$ cat src/rtl/network_tx_sched_pkg.sv
// Shared constants and types for the strict-priority network transmit scheduler.
package network_tx_sched_pkg;

  localparam logic [1:0] Q_TS = 2'd0;
  localparam logic [1:0] Q_RC = 2'd1;
  localparam logic [1:0] Q_BE = 2'd2;

  typedef enum logic [1:0] {
    IDLE = 2'd0,
    READ = 2'd1,
    GAP  = 2'd2
  } tx_state_e;

  localparam logic [3:0] IFG_STD = 4'd12;
  localparam logic [3:0] IFG_MIN = 4'd2;

  localparam int unsigned MIN_LEN_DEF = 60;
  localparam int unsigned MAX_LEN_DEF = 1536;

  function automatic logic [2:0] q_onehot(input logic [1:0] q);
    logic [2:0] oh;
    case (q)
      Q_TS:    oh = 3'b001;
      Q_RC:    oh = 3'b010;
      Q_BE:    oh = 3'b100;
      default: oh = 3'b000;
    endcase
    return oh;
  endfunction

endpackage

$ cat src/rtl/tx_priority_select.sv
// Combinational fixed-priority (TS > RC > BE) queue picker with length legality check.
module tx_priority_select
  import network_tx_sched_pkg::*;
#(
  parameter int unsigned MIN_LEN = MIN_LEN_DEF,
  parameter int unsigned MAX_LEN = MAX_LEN_DEF
) (
  input  logic [2:0]  iv_req,
  input  logic [2:0]  iv_gate,
  input  logic [10:0] iv_len0,
  input  logic [10:0] iv_len1,
  input  logic [10:0] iv_len2,
  output logic        o_valid,
  output logic [1:0]  ov_sel,
  output logic [10:0] ov_len,
  output logic        o_illegal
);

  localparam logic [10:0] MIN_L = 11'(MIN_LEN);
  localparam logic [10:0] MAX_L = 11'(MAX_LEN);

  logic [2:0] elig_s;

  // Pick the highest eligible queue and flag an out-of-range head length.
  always_comb begin
    elig_s    = iv_req & iv_gate;
    o_valid   = 1'b0;
    ov_sel    = Q_TS;
    ov_len    = 11'd0;
    o_illegal = 1'b0;
    if (elig_s[0]) begin
      o_valid = 1'b1;
      ov_sel  = Q_TS;
      ov_len  = iv_len0;
    end else if (elig_s[1]) begin
      o_valid = 1'b1;
      ov_sel  = Q_RC;
      ov_len  = iv_len1;
    end else if (elig_s[2]) begin
      o_valid = 1'b1;
      ov_sel  = Q_BE;
      ov_len  = iv_len2;
    end else begin
      o_valid = 1'b0;
    end
    if (o_valid && ((ov_len < MIN_L) || (ov_len > MAX_L))) begin
      o_illegal = 1'b1;
    end else begin
      o_illegal = 1'b0;
    end
  end

endmodule

$ cat src/rtl/network_tx_scheduler.sv
// Gate-aware strict-priority packet scheduler feeding the PTP transparent-clock stage.
// NETWORK_TX_IFG_EN selects the 12-cycle inter-frame gap; otherwise the gap is 2 cycles.
module network_tx_scheduler
  import network_tx_sched_pkg::*;
#(
  parameter int unsigned MIN_LEN = MIN_LEN_DEF,
  parameter int unsigned MAX_LEN = MAX_LEN_DEF
) (
  input  logic        i_clk,
  input  logic        i_rst,
  input  logic [2:0]  iv_req,
  input  logic [10:0] iv_len0,
  input  logic [10:0] iv_len1,
  input  logic [10:0] iv_len2,
  input  logic [2:0]  iv_gate,
  output logic [2:0]  ov_rd,
  input  logic [7:0]  iv_data0,
  input  logic [7:0]  iv_data1,
  input  logic [7:0]  iv_data2,
  output logic [2:0]  ov_done,
  output logic [2:0]  ov_discard,
  output logic [8:0]  ov_pkt_data,
  output logic        o_pkt_data_wr
);

`ifdef NETWORK_TX_IFG_EN
  localparam logic [3:0] IFG = IFG_STD;
`else
  localparam logic [3:0] IFG = IFG_MIN;
`endif
  // GAP spans IFG-1 cycles; the counter runs from IFG-2 down to 0.
  localparam logic [3:0] GAP_LOAD = IFG - 4'd2;

  logic        sel_valid_s;
  logic [1:0]  sel_idx_s;
  logic [10:0] sel_len_s;
  logic        sel_illegal_s;

  tx_state_e   state_q, state_d;
  logic [10:0] len_cnt_q, len_cnt_d;
  logic [3:0]  gap_cnt_q, gap_cnt_d;
  logic [1:0]  q_idx_q, q_idx_d;
  logic [1:0]  q_idx_d1_q, q_idx_d1_d;
  logic [2:0]  rd_q, rd_d;
  logic [2:0]  done_q, done_d;
  logic [2:0]  discard_q, discard_d;
  logic        first_q, first_d;
  logic        rd_d1_q, rd_d1_d;
  logic        first_d1_q, first_d1_d;
  logic [8:0]  pkt_data_q, pkt_data_d;
  logic        pkt_wr_q, pkt_wr_d;
  logic [7:0]  byte_sel_s;

  tx_priority_select #(
    .MIN_LEN(MIN_LEN),
    .MAX_LEN(MAX_LEN)
  ) u_select (
    .iv_req   (iv_req),
    .iv_gate  (iv_gate),
    .iv_len0  (iv_len0),
    .iv_len1  (iv_len1),
    .iv_len2  (iv_len2),
    .o_valid  (sel_valid_s),
    .ov_sel   (sel_idx_s),
    .ov_len   (sel_len_s),
    .o_illegal(sel_illegal_s)
  );

  // State, counters and the registered output pipeline.
  always_ff @(posedge i_clk) begin
    if (i_rst) begin
      state_q    <= IDLE;
      len_cnt_q  <= 11'd0;
      gap_cnt_q  <= 4'd0;
      q_idx_q    <= 2'd0;
      q_idx_d1_q <= 2'd0;
      rd_q       <= 3'b000;
      done_q     <= 3'b000;
      discard_q  <= 3'b000;
      first_q    <= 1'b0;
      rd_d1_q    <= 1'b0;
      first_d1_q <= 1'b0;
      pkt_data_q <= 9'd0;
      pkt_wr_q   <= 1'b0;
    end else begin
      state_q    <= state_d;
      len_cnt_q  <= len_cnt_d;
      gap_cnt_q  <= gap_cnt_d;
      q_idx_q    <= q_idx_d;
      q_idx_d1_q <= q_idx_d1_d;
      rd_q       <= rd_d;
      done_q     <= done_d;
      discard_q  <= discard_d;
      first_q    <= first_d;
      rd_d1_q    <= rd_d1_d;
      first_d1_q <= first_d1_d;
      pkt_data_q <= pkt_data_d;
      pkt_wr_q   <= pkt_wr_d;
    end
  end

  // Next-state logic.
  always_comb begin
    state_d = state_q;
    case (state_q)
      IDLE: begin
        if (sel_valid_s && !sel_illegal_s) state_d = READ;
        else                               state_d = IDLE;
      end
      READ: begin
        if (len_cnt_q <= 11'd1) state_d = GAP;
        else                    state_d = READ;
      end
      GAP: begin
        if (gap_cnt_q == 4'd0) state_d = IDLE;
        else                   state_d = GAP;
      end
      default: state_d = IDLE;
    endcase
  end

  // Grant, read strobes, done/discard pulses and counters.
  always_comb begin
    len_cnt_d = len_cnt_q;
    gap_cnt_d = gap_cnt_q;
    q_idx_d   = q_idx_q;
    rd_d      = 3'b000;
    done_d    = 3'b000;
    discard_d = 3'b000;
    first_d   = 1'b0;
    case (state_q)
      IDLE: begin
        if (sel_valid_s && sel_illegal_s) begin
          discard_d = q_onehot(sel_idx_s);
        end else if (sel_valid_s) begin
          q_idx_d   = sel_idx_s;
          len_cnt_d = sel_len_s;
          rd_d      = q_onehot(sel_idx_s);
          first_d   = 1'b1;
          done_d    = (sel_len_s == 11'd1) ? q_onehot(sel_idx_s) : 3'b000;
        end else begin
          len_cnt_d = len_cnt_q;
        end
      end
      READ: begin
        // len_cnt holds the reads still owed including the one on ov_rd now.
        len_cnt_d = len_cnt_q - 11'd1;
        if (len_cnt_q > 11'd1) begin
          rd_d   = q_onehot(q_idx_q);
          done_d = (len_cnt_q == 11'd2) ? q_onehot(q_idx_q) : 3'b000;
        end else begin
          gap_cnt_d = GAP_LOAD;
        end
      end
      GAP: begin
        if (gap_cnt_q != 4'd0) gap_cnt_d = gap_cnt_q - 4'd1;
        else                   gap_cnt_d = 4'd0;
      end
      default: len_cnt_d = 11'd0;
    endcase
  end

  // Output byte stage: buffer data arrives one cycle after the strobe.
  always_comb begin
    rd_d1_d    = |rd_q;
    first_d1_d = first_q;
    q_idx_d1_d = q_idx_q;
    case (q_idx_d1_q)
      Q_TS:    byte_sel_s = iv_data0;
      Q_RC:    byte_sel_s = iv_data1;
      Q_BE:    byte_sel_s = iv_data2;
      default: byte_sel_s = 8'd0;
    endcase
    if (rd_d1_q) begin
      pkt_wr_d   = 1'b1;
      pkt_data_d = {first_d1_q, byte_sel_s};
    end else begin
      pkt_wr_d   = 1'b0;
      pkt_data_d = 9'd0;
    end
  end

  assign ov_rd         = rd_q;
  assign ov_done       = done_q;
  assign ov_discard    = discard_q;
  assign ov_pkt_data   = pkt_data_q;
  assign o_pkt_data_wr = pkt_wr_q;

endmodule
$ cat config.mk
export PLATFORM = sky130hd
export DESIGN_NAME = network_tx_scheduler
export DESIGN_NICKNAME = d
export VERILOG_FILES = /design/src/rtl/network_tx_sched_pkg.sv /design/src/rtl/tx_priority_select.sv /design/src/rtl/network_tx_scheduler.sv
export SDC_FILE = /design/constraint.sdc
export NUM_CORES = 1
export LEC_CHECK = 0
export ABC_CLOCK_PERIOD_IN_PS = 3700
export CORE_UTILIZATION = 40
export DETAILED_ROUTE_END_ITERATION = 7
export HOLD_SLACK_MARGIN = 0.03
export PLACE_DENSITY_LB_ADDON = 0.12
export SLEW_MARGIN = 40
export SYNTH_ARGS = -nofsm -noshare
export SYNTH_HDL_FRONTEND = slang
export SYNTH_SLANG_ARGS = --single-unit
$ cat constraint.sdc
create_clock -name i_clk -period 3.7 [get_ports i_clk]
set_clock_uncertainty 0.05 [all_clocks]
set_input_delay 0.925 -clock i_clk [delete_from_list [all_inputs] [get_ports i_clk]]
set_output_delay 0.925 -clock i_clk [all_outputs]
set_load 0.1 [all_outputs]
Word level (Yosys, flattened, before mapping)
Cells that the tools add are included.

cells by class
  $add $sub $neg = 2
  bitwise operators = 5
  $lt $le $gt $ge = 4
  multiplexer cells = 35
  eq/ne operators = 13
  reductions and logical operators = 19

operators with widths
  cell                                                             number
  two-way mux 11 bit                                               5
  one-hot mux 11 bit (3 select lines)                              1
  two-way mux 3 bit                                                8
  one-hot mux 8 bit (3 select lines)                               1
  one-hot mux 3 bit (3 select lines)                               2
  one-hot mux 3 bit (2 select lines)                               2
  == test 11 x 1 -> 1 bit, second input constant                   1
  == test 11 x 2 -> 1 bit, second input constant                   1
  greater-than comparator 11 x 1 -> 1 bit, second input constant   1
  greater-than comparator 11 bit, second input constant            1
  less-or-equal comparator 11 x 1 -> 1 bit, second input constant  1
  less-than comparator 11 x 6 -> 1 bit, second input constant      1
  subtractor 11 x 1 -> 11 bit, second input constant               1
  two-way mux 2 bit                                                5
  OR reduction 3 bit                                               3
  == test 2 x 1 -> 1 bit, second input constant                    4
  == test 2 bit, second input constant                             4
  zero test 2 bit                                                  4
  two-way mux 4 bit                                                2
  one-hot mux 4 bit (2 select lines)                               1
  two-way mux 1 bit                                                7
  inequality test 2 bit, second input constant                     3
  one-hot mux 2 bit (3 select lines)                               1
  AND reduction 3 bit                                              2
  11 further kinds                                                 16

storage, ports and cells
  flip-flop bits (word level) = 43
  output and inout bits = 19
  logic and storage cells = 91
  input port bits = 65

Longest topological paths before layout
Gate-level depths: netlist (run 1).

  word-level depth = 12
  gate-level depth with buffers = 10
  gate-level depth less buffers = 7

Hierarchy
A second synthesis (run 1) with hierarchy kept.

unflattened totals
  cells, all modules = 299
  area, all modules = 2,426.1 µm²

modules (own cells, without submodules)
  module                area an instance (µm²)  times used  cells each  seq. area each (µm²)
  network_tx_scheduler  1,994.4                 1           229         860.8
  tx_priority_select    431.7                   1           70          0.0

Worst setup path before layout (run 1)
OpenSTA, ideal clock, no wires.

  path kind = input -> register
  start point = in iv_req[0]
  end point = reg len_cnt_q[9]
  cell stages on the path = 10
  path buffers = 3
  setup slack = 807 ps
  library setup time = 128 ps
  data required time = 3,522 ps
  data arrival time = 2,715 ps
  cells stage by stage = buf_6 -> nand2_4 -> buf_6 -> or3_1 -> a221o_1 -> a211o_1 -> a31oi_4 -> buf_6 -> mux2i_1 -> nor2_1

between the ends
  cells in the longest elaborated chain, start to end = 9
  elaborated cells between the ends (all ways) = 15
  classes of those cells = order compare (2); eq/ne (2); mux (6); bitwise (1); reduce/logical (4)

ends and longest elaborated chain
  what                                                                                           line                         source
  start, declared                                                                                network_tx_scheduler.sv:11   input logic [2:0] iv_req,
  AND 3 bit (*)                                                                                  tx_priority_select.sv:26     elig_s = iv_req & iv_gate;
  two-way mux 11 bit                                                                             tx_priority_select.sv:31     if (elig_s[0]) begin
  less-than comparator 11 x 6 -> 1 bit / greater-than comparator 11 bit (equally long branches)  tx_priority_select.sv:46     if (o_valid && ((ov_len < MIN_L) || (ov_len > MAX_L))) begin
  logical OR 1 bit                                                                               tx_priority_select.sv:46
  logical AND 1 bit                                                                              tx_priority_select.sv:46
  two-way mux 1 bit                                                                              tx_priority_select.sv:46
  logical AND 1 bit                                                                              network_tx_scheduler.sv:133  if (sel_valid_s && sel_illegal_s) begin
  inequality test 2 bit (no line)                                                                n/a
  AND reduction 3 bit (no line)                                                                  n/a
  end signal, assigned                                                                           network_tx_scheduler.sv:87   len_cnt_q <= len_cnt_d;
  end, declared                                                                                  network_tx_scheduler.sv:40   logic [10:0] len_cnt_q, len_cnt_d;

Mark *: on every way between the ends. The rest lies on a longest branch, timed or not. The select of a mux whose other input is x is not followed.
A chain may end at the register's enable or synchronous reset.

Worst setup path in the final report (run 1)
  start point = in iv_gate[0]
  end point = reg len_cnt_q[3]

between the ends
  cells in the longest elaborated chain, start to end = 9
  elaborated cells between the ends (all ways) = 15
  classes of those cells = order compare (2); eq/ne (2); mux (6); bitwise (1); reduce/logical (4)

ends and longest elaborated chain
  what                                                                                           line                         source
  start, declared                                                                                network_tx_scheduler.sv:15   input logic [2:0] iv_gate,
  AND 3 bit (*)                                                                                  tx_priority_select.sv:26
  two-way mux 11 bit                                                                             tx_priority_select.sv:31
  less-than comparator 11 x 6 -> 1 bit / greater-than comparator 11 bit (equally long branches)  tx_priority_select.sv:46
  logical OR 1 bit                                                                               tx_priority_select.sv:46
  logical AND 1 bit                                                                              tx_priority_select.sv:46
  two-way mux 1 bit                                                                              tx_priority_select.sv:46
  logical AND 1 bit                                                                              network_tx_scheduler.sv:133
  inequality test 2 bit (no line)                                                                n/a
  AND reduction 3 bit (no line)                                                                  n/a

Marks and branches as above.

==> results.json, run 1 <==
{
  "status": "complete, no violations",
  "antenna_found_initial": 0,
  "wl_met3_um": 455,
  "worstReg2RegEnd": "gap_cnt_q[2]",
  "setup_viol": 0,
  "min_to": "first_d1_q",
  "cp_max_fo": 11,
  "clock-root-buffer": "clkbuf_8",
  "drc": 0,
  "cts-hold-fix-buffers": 0,
  "chipHeight_um": 80.8,
  "place_ws_ps": 211,
  "syn_nets": 369,
  "r2r_slack_ps": 1100,
  "cts_sinks": 43,
  "post_cts_buffers": 0,
  "top_layer_used": "met4",
  "post-route-period-util_pct": 85.7,
  "hold_start": "first_d1_d",
  "fin_crit_ps": 3170,
  "syn_area_um2": 2480,
  "cp.arrival_ps": 3330,
  "ir_drop_mv": 0.240,
  "rr_startpoint": "len_cnt_q[5]",
  "path_clk_slew_ps": 90,
  "async_reset_ff_share_pct": 0,
  "p_per_area_nw_per_um2": 416,
  "die-area_um2": 6530,
  "syn_to_final_growth_pct": 35.2,
  "fin_util_pct": 56.4,
  "clkLatencyLatePin_ps": 300,
  "wl_um": 6680,
  "fin_tns_setup_ps": 0,
  "crit_path_start": "iv_gate[0]",
  "path_delay_family": "compound AO/OA/AOI/OAI gates",
  "max_stage_delay_ps": 570,
  "hold_violations": 0,
  "clockBufferDepth": 2,
  "wl_met1_um": 2900,
  "gp_congestion": 0.846,
  "whs_path_depth": 1,
  "worstMarginPinSlew_ps": 539,
  "overflow": 0,
  "max-cap-violations": 0,
  "drt_iter0_drc": 175,
  "synth_flop_cell": "dfxtp_1",
  "crit_path_end_kind": "flip-flop",
  "synthCells": 299,
  "vias": 2485,
  "grt_max_degree": 30,
  "ys_ff_latch": 43,
  "cts_buffers": 5,
  "synthDistinctLibCells": 55,
  "initial_core_util_pct": 41.7,
  "grt_pass1_vias": 2170,
  "routedWlPerCell_um": 14.7,
  "avgSynthCellArea_um2": 8.31,
  "cts_tree": "done",
  "path_buf_inv": 2,
  "rsz0062_at_grt": "no",
  "crit_type": "in2reg",
  "viasPerCell": 5.47,
  "rows": 28,
  "r2r_cells": 7,
  "layout_common_cells": "clkdlybuf4s50_1 (64), nor2_1 (43), dfxtp_1 (43)",
  "max_slew_margin_pct": 64.0,
  "ys_seq_area_share_pct": 34.7,
  "drt.antenna.violating_nets": 0,
  "fmax_mhz": 315,
  "p_leak_nw": 1.30,
  "wl_met2_um": 3290,
  "dpl.hpwl_um": 5290,
  "ctsResizeCount": 0,
  "firstDrtPassIters": 6,
  "required_ps": 3860,
  "placed_area_um2": 3270,
  "drv_slew": 0,
  "io_buffers": 83,
  "synth_edf_count": 0,
  "crit_slowest_cell": "clkdlybuf4s50_1",
  "layout_commonest_cell": "clkdlybuf4s50_1",
  "crit_path_cell_trace": "clkdlybuf4s50_1 -> and2_2 -> nor3_1 -> a221o_1 -> a211o_1 -> a31oi_4 -> buf_4 -> nor2b_1 -> o32ai_1",
  "drive_above_1_share_pct": 13.7,
  "grt_util_all_layers_pct": 20.6,
  "grt_pass1_wl_um": 10400,
  "die_w_um": 80.8,
  "min_path_type": "reg2reg",
  "htreeDepth": 2,
  "synth_warnings": 0,
  "startpoint_type": "input port",
  "core_area_um2": 5960,
  "final_cell_area_um2": 3360,
  "num_io_pins": 84,
  "n_antenna_cell": 0,
  "nNetsFinal": 448,
  "path_depth": 9,
  "setup_ws_ps": 530
}
flip-flops by register name (all words and copies together) (netlist names), 2 cells and up:
name / flops
state_q: 2
ov_pkt_data: 9
ov_discard: 3
len_cnt_q: 11
ov_rd: 3
gap_cnt_q: 4
q_idx_d1_q: 2
q_idx_d1_d: 2
ov_done: 3
synthesized netlist by cell type (6+ instances only):
master	n	share of area [%]
dfxtp_1	43	35
clkbuf_1	12	1.8
inv_1	6	0.91
nor2b_1	8	2.0
a21oi_1	24	4.8
mux2i_1	10	4.0
o21ai_0	13	2.6
nor2_1	43	6.5
nand2_1	11	1.7
nor3_1	7	1.4
or3_1	8	2.0
nand3_1	14	2.8
through the flow:
step / std cells / total power [mW] / hold slack (ps)
after global routing: 454 / 1.48 / 418
after floorplan: 299 / 0.944 / 356
after detailed placement: 446 / 1.10 / 378
final: 454 / 1.40 / 394
after CTS: 454 / 1.40 / 399
after global placement: 446 / 1.11 / 372
how the worst max path moves through the flow:
| stage | endpoint | slack, ps |
|---|---|---|
| floorplan | len_cnt_q[9] | 810 |
| global placement | len_cnt_q[3] | 270 |
| detailed placement | len_cnt_q[3] | 210 |
| CTS | len_cnt_q[3] | 520 |
| global route | len_cnt_q[3] | 410 |
| finish | len_cnt_q[3] | 530 |
layout make-up:
class | count | area [um2]
well taps | 75 | 93.8
inverters | 6 | 22.5
multi-input cells | 230 | 1490
flip-flops and latches | 43 | 861
clock buffers | 6 | 72.6
repair buffers | 92 | 803
fillers | 549 | 2600
clock inverters | 2 | 12.5
routing by layer:
layer	track usage [%]	up-vias
li1	-	1247
met1	27.6	1138
met2	35.2	94
met3	3.60	6
met4	3.21	0
met5	0	-
power by group:
part	switching [mW]	internal, mW
clock network	0.164	0.132
logic	0.313	0.234
registers	0.0460	0.507
kinds of logic after synthesis:
kind of cell    after synthesis  synth area share, %
buf+inv                      26                 5.29
fa+ha+maj                     5                 2.52
xor+xnor                      6                 2.12
simple gates                135                 29.4
mux                          11                 4.63
compound gates               73                 21.4
flops                        43                 34.7
No activity file was read; power rests on OpenSTA's default activity.
==> run 2: changes to the inputs <==
ABC_CLOCK_PERIOD_IN_PS = 2600   (was 3700)
clock period = 2.6 ns   (was 3.7 ns; I/O delays follow)
==> run 2 against run 1 <==
Net effect:
- critical path depth unchanged
- critical endpoint is now len_cnt_q[1]
- register-to-register slack worse by 950 ps
- clock power up 73%
- utilization up 7.8 points
- final area up 14%
- clock-buffer cell count down 1
- wire length up 8.2%
- non-clock buffer count up 38
==> results.json, run 2 (synthesized netlist as in run 1, its figures left out) <==
{
  "io_buffers": 83,
  "antenna_found_initial": 0,
  "dpl.hpwl_um": 5590,
  "viasPerCell": 5.39,
  "placed_area_um2": 3570,
  "r2r_slack_ps": 150,
  "core_area_um2": 5960,
  "whs_path_depth": 1,
  "rsz0062_at_grt": "yes",
  "grt_pass1_wl_um": 11800,
  "placed_cells": 479,
  "required_ps": 2760,
  "rows": 28,
  "final_cells": 493,
  "clock-root-buffer": "clkbuf_8",
  "nNetsFinal": 487,
  "r2r_cells": 7,
  "grt_util_all_layers_pct": 23.1,
  "crit_path_end_kind": "flip-flop",
  "fin_crit_ps": 2550,
  "drive_above_1_share_pct": 27.0,
  "cts_sinks": 43,
  "routedWlPerCell_um": 14.7,
  "vias": 2656,
  "worstReg2RegEnd": "gap_cnt_q[2]",
  "cp.arrival_ps": 2710,
  "path_clk_slew_ps": 80,
  "n_antenna_cell": 0,
  "drt_iter0_drc": 123,
  "overflow": 0,
  "initial_core_util_pct": 41.7,
  "setup_viol": 0,
  "clkLatencyLatePin_ps": 290,
  "htreeDepth": 2,
  "min_path_type": "reg2reg",
  "crit_end": "len_cnt_q[1]",
  "largest_reg_flops": 11,
  "max_slew_margin_pct": 60.8,
  "status": "complete, no violations",
  "firstDrtPassIters": 5,
  "fin_util_pct": 64.2,
  "p_total_mw": 2.21,
  "cts_tree": "done",
  "die-area_um2": 6530,
  "final_cell_area_um2": 3820,
  "grt_pass1_vias": 2580,
  "post-route-period-util_pct": 98.0,
  "crit_type": "in2reg",
  "ir_drop_mv": 0.315,
  "layout_common_cells": "buf_4 (61), nor2_1 (43), dfxtp_1 (43)",
  "layout_commonest_cell": "buf_4",
  "num_io_pins": 84,
  "p_leak_nw": 1.60,
  "syn_to_final_growth_pct": 53.9,
  "p_per_area_nw_per_um2": 579,
  "clockBufferDepth": 2,
  "hold_violations": 0,
  "cts_buffers": 5,
  "fmax_mhz": 392,
  "die_w_um": 80.8,
  "crit_path_start": "iv_len0[2]",
  "worstMarginPinSlew_ps": 589,
  "grt_max_degree": 20,
  "wl_um": 7230,
  "gp_congestion": 0.949,
  "drc": 0,
  "regMostFlops": "len_cnt_q",
  "drv_slew": 0,
  "cp_max_fo": 5,
  "max-cap-violations": 0,
  "drt.antenna.violating_nets": 0,
  "startpoint_type": "input port",
  "hold_slack_ps": 389,
  "chipHeight_um": 80.8,
  "rr_startpoint": "len_cnt_q[6]"
}
run 2: cell types whose count changed in the layout (fill, tap and decap cells not counted), sizes merged, moves of 2 or more:
cell | before | now
clkdlybuf4s50 | 64 | 40
buf | 28 | 66
clkbuf | 6 | 8
clkdlybuf4s15 | 0 | 5
dlymetal6s2s | 0 | 5
dlygate4sd2 | 0 | 11
run 2: layout make-up:
| cell class | count | area (um2) |
|---|---|---|
| Clock buffer | 5 | 68.8 |
| Clock inverter | 3 | 43.8 |
| Fill cell | 540 | 2130 |
| Inverter | 6 | 22.5 |
| Multi-Input combinational cell | 231 | 1590 |
| Sequential cell | 43 | 861 |
| Tap cell | 75 | 93.8 |
| Timing Repair Buffer | 130 | 1140 |
run 2: timing repair:
item | in CTS | in global routing
endpoints found under the hold margin | 0 | 0
buffers inserted | 1 | 4
cloned | 1 | 0
resized for setup | 25 | 37
setup endpoints to repair | 21 | 25
hold buffers | 0 | 0
pin swaps | 15 | 20
run 2: worst min path at each step:
stage	slack, ps	end	start
after floorplan	360	ov_pkt_data[8]	first_d1_q
after global placement	390	ov_pkt_data[8]	first_d1_q
after detailed placement	380	ov_pkt_data[8]	first_d1_q
after CTS	400	ov_pkt_data[8]	first_d1_q
after global routing	400	ov_pkt_data[8]	first_d1_q
final	390	ov_pkt_data[8]	first_d1_q
run 2: metrics by stage:
stage | setup WS [ps] | TNS [ps]
2_1_floorplan | -11.0 | -11.0
5_1_grt | -58.4 | -214
3_5_place_dp | -513 | -9630
4_1_cts | -4.97 | -4.97
6_report | 52.1 | 0
3_3_place_gp | -449 | -8510
run 2: power breakdown:
group          switching [mW]  total [mW]  internal, mW  leakage, nW
Combinational           0.480       0.904         0.425         1.19
Sequential             0.0755       0.797         0.721        0.349
Clock                   0.226       0.512         0.286       0.0581
run 2: per-layer routing:
metal	global-route usage (%)	up-vias	wire [um]
met5	0	-	0
met4	5.71	0	63
li1	-	1336	-
met3	4.38	10	363
met1	29.9	1218	3280
met2	39.4	92	3520
run 2: worst max-delay path: stages:
cell,delay [ps]
clkdlybuf4s50_1,430
and3_4,200
a311oi_2,230
a31oi_1,90
a211o_4,380
buf_4,150
nand3_4,100
mux2_4,320
o31ai_4,150
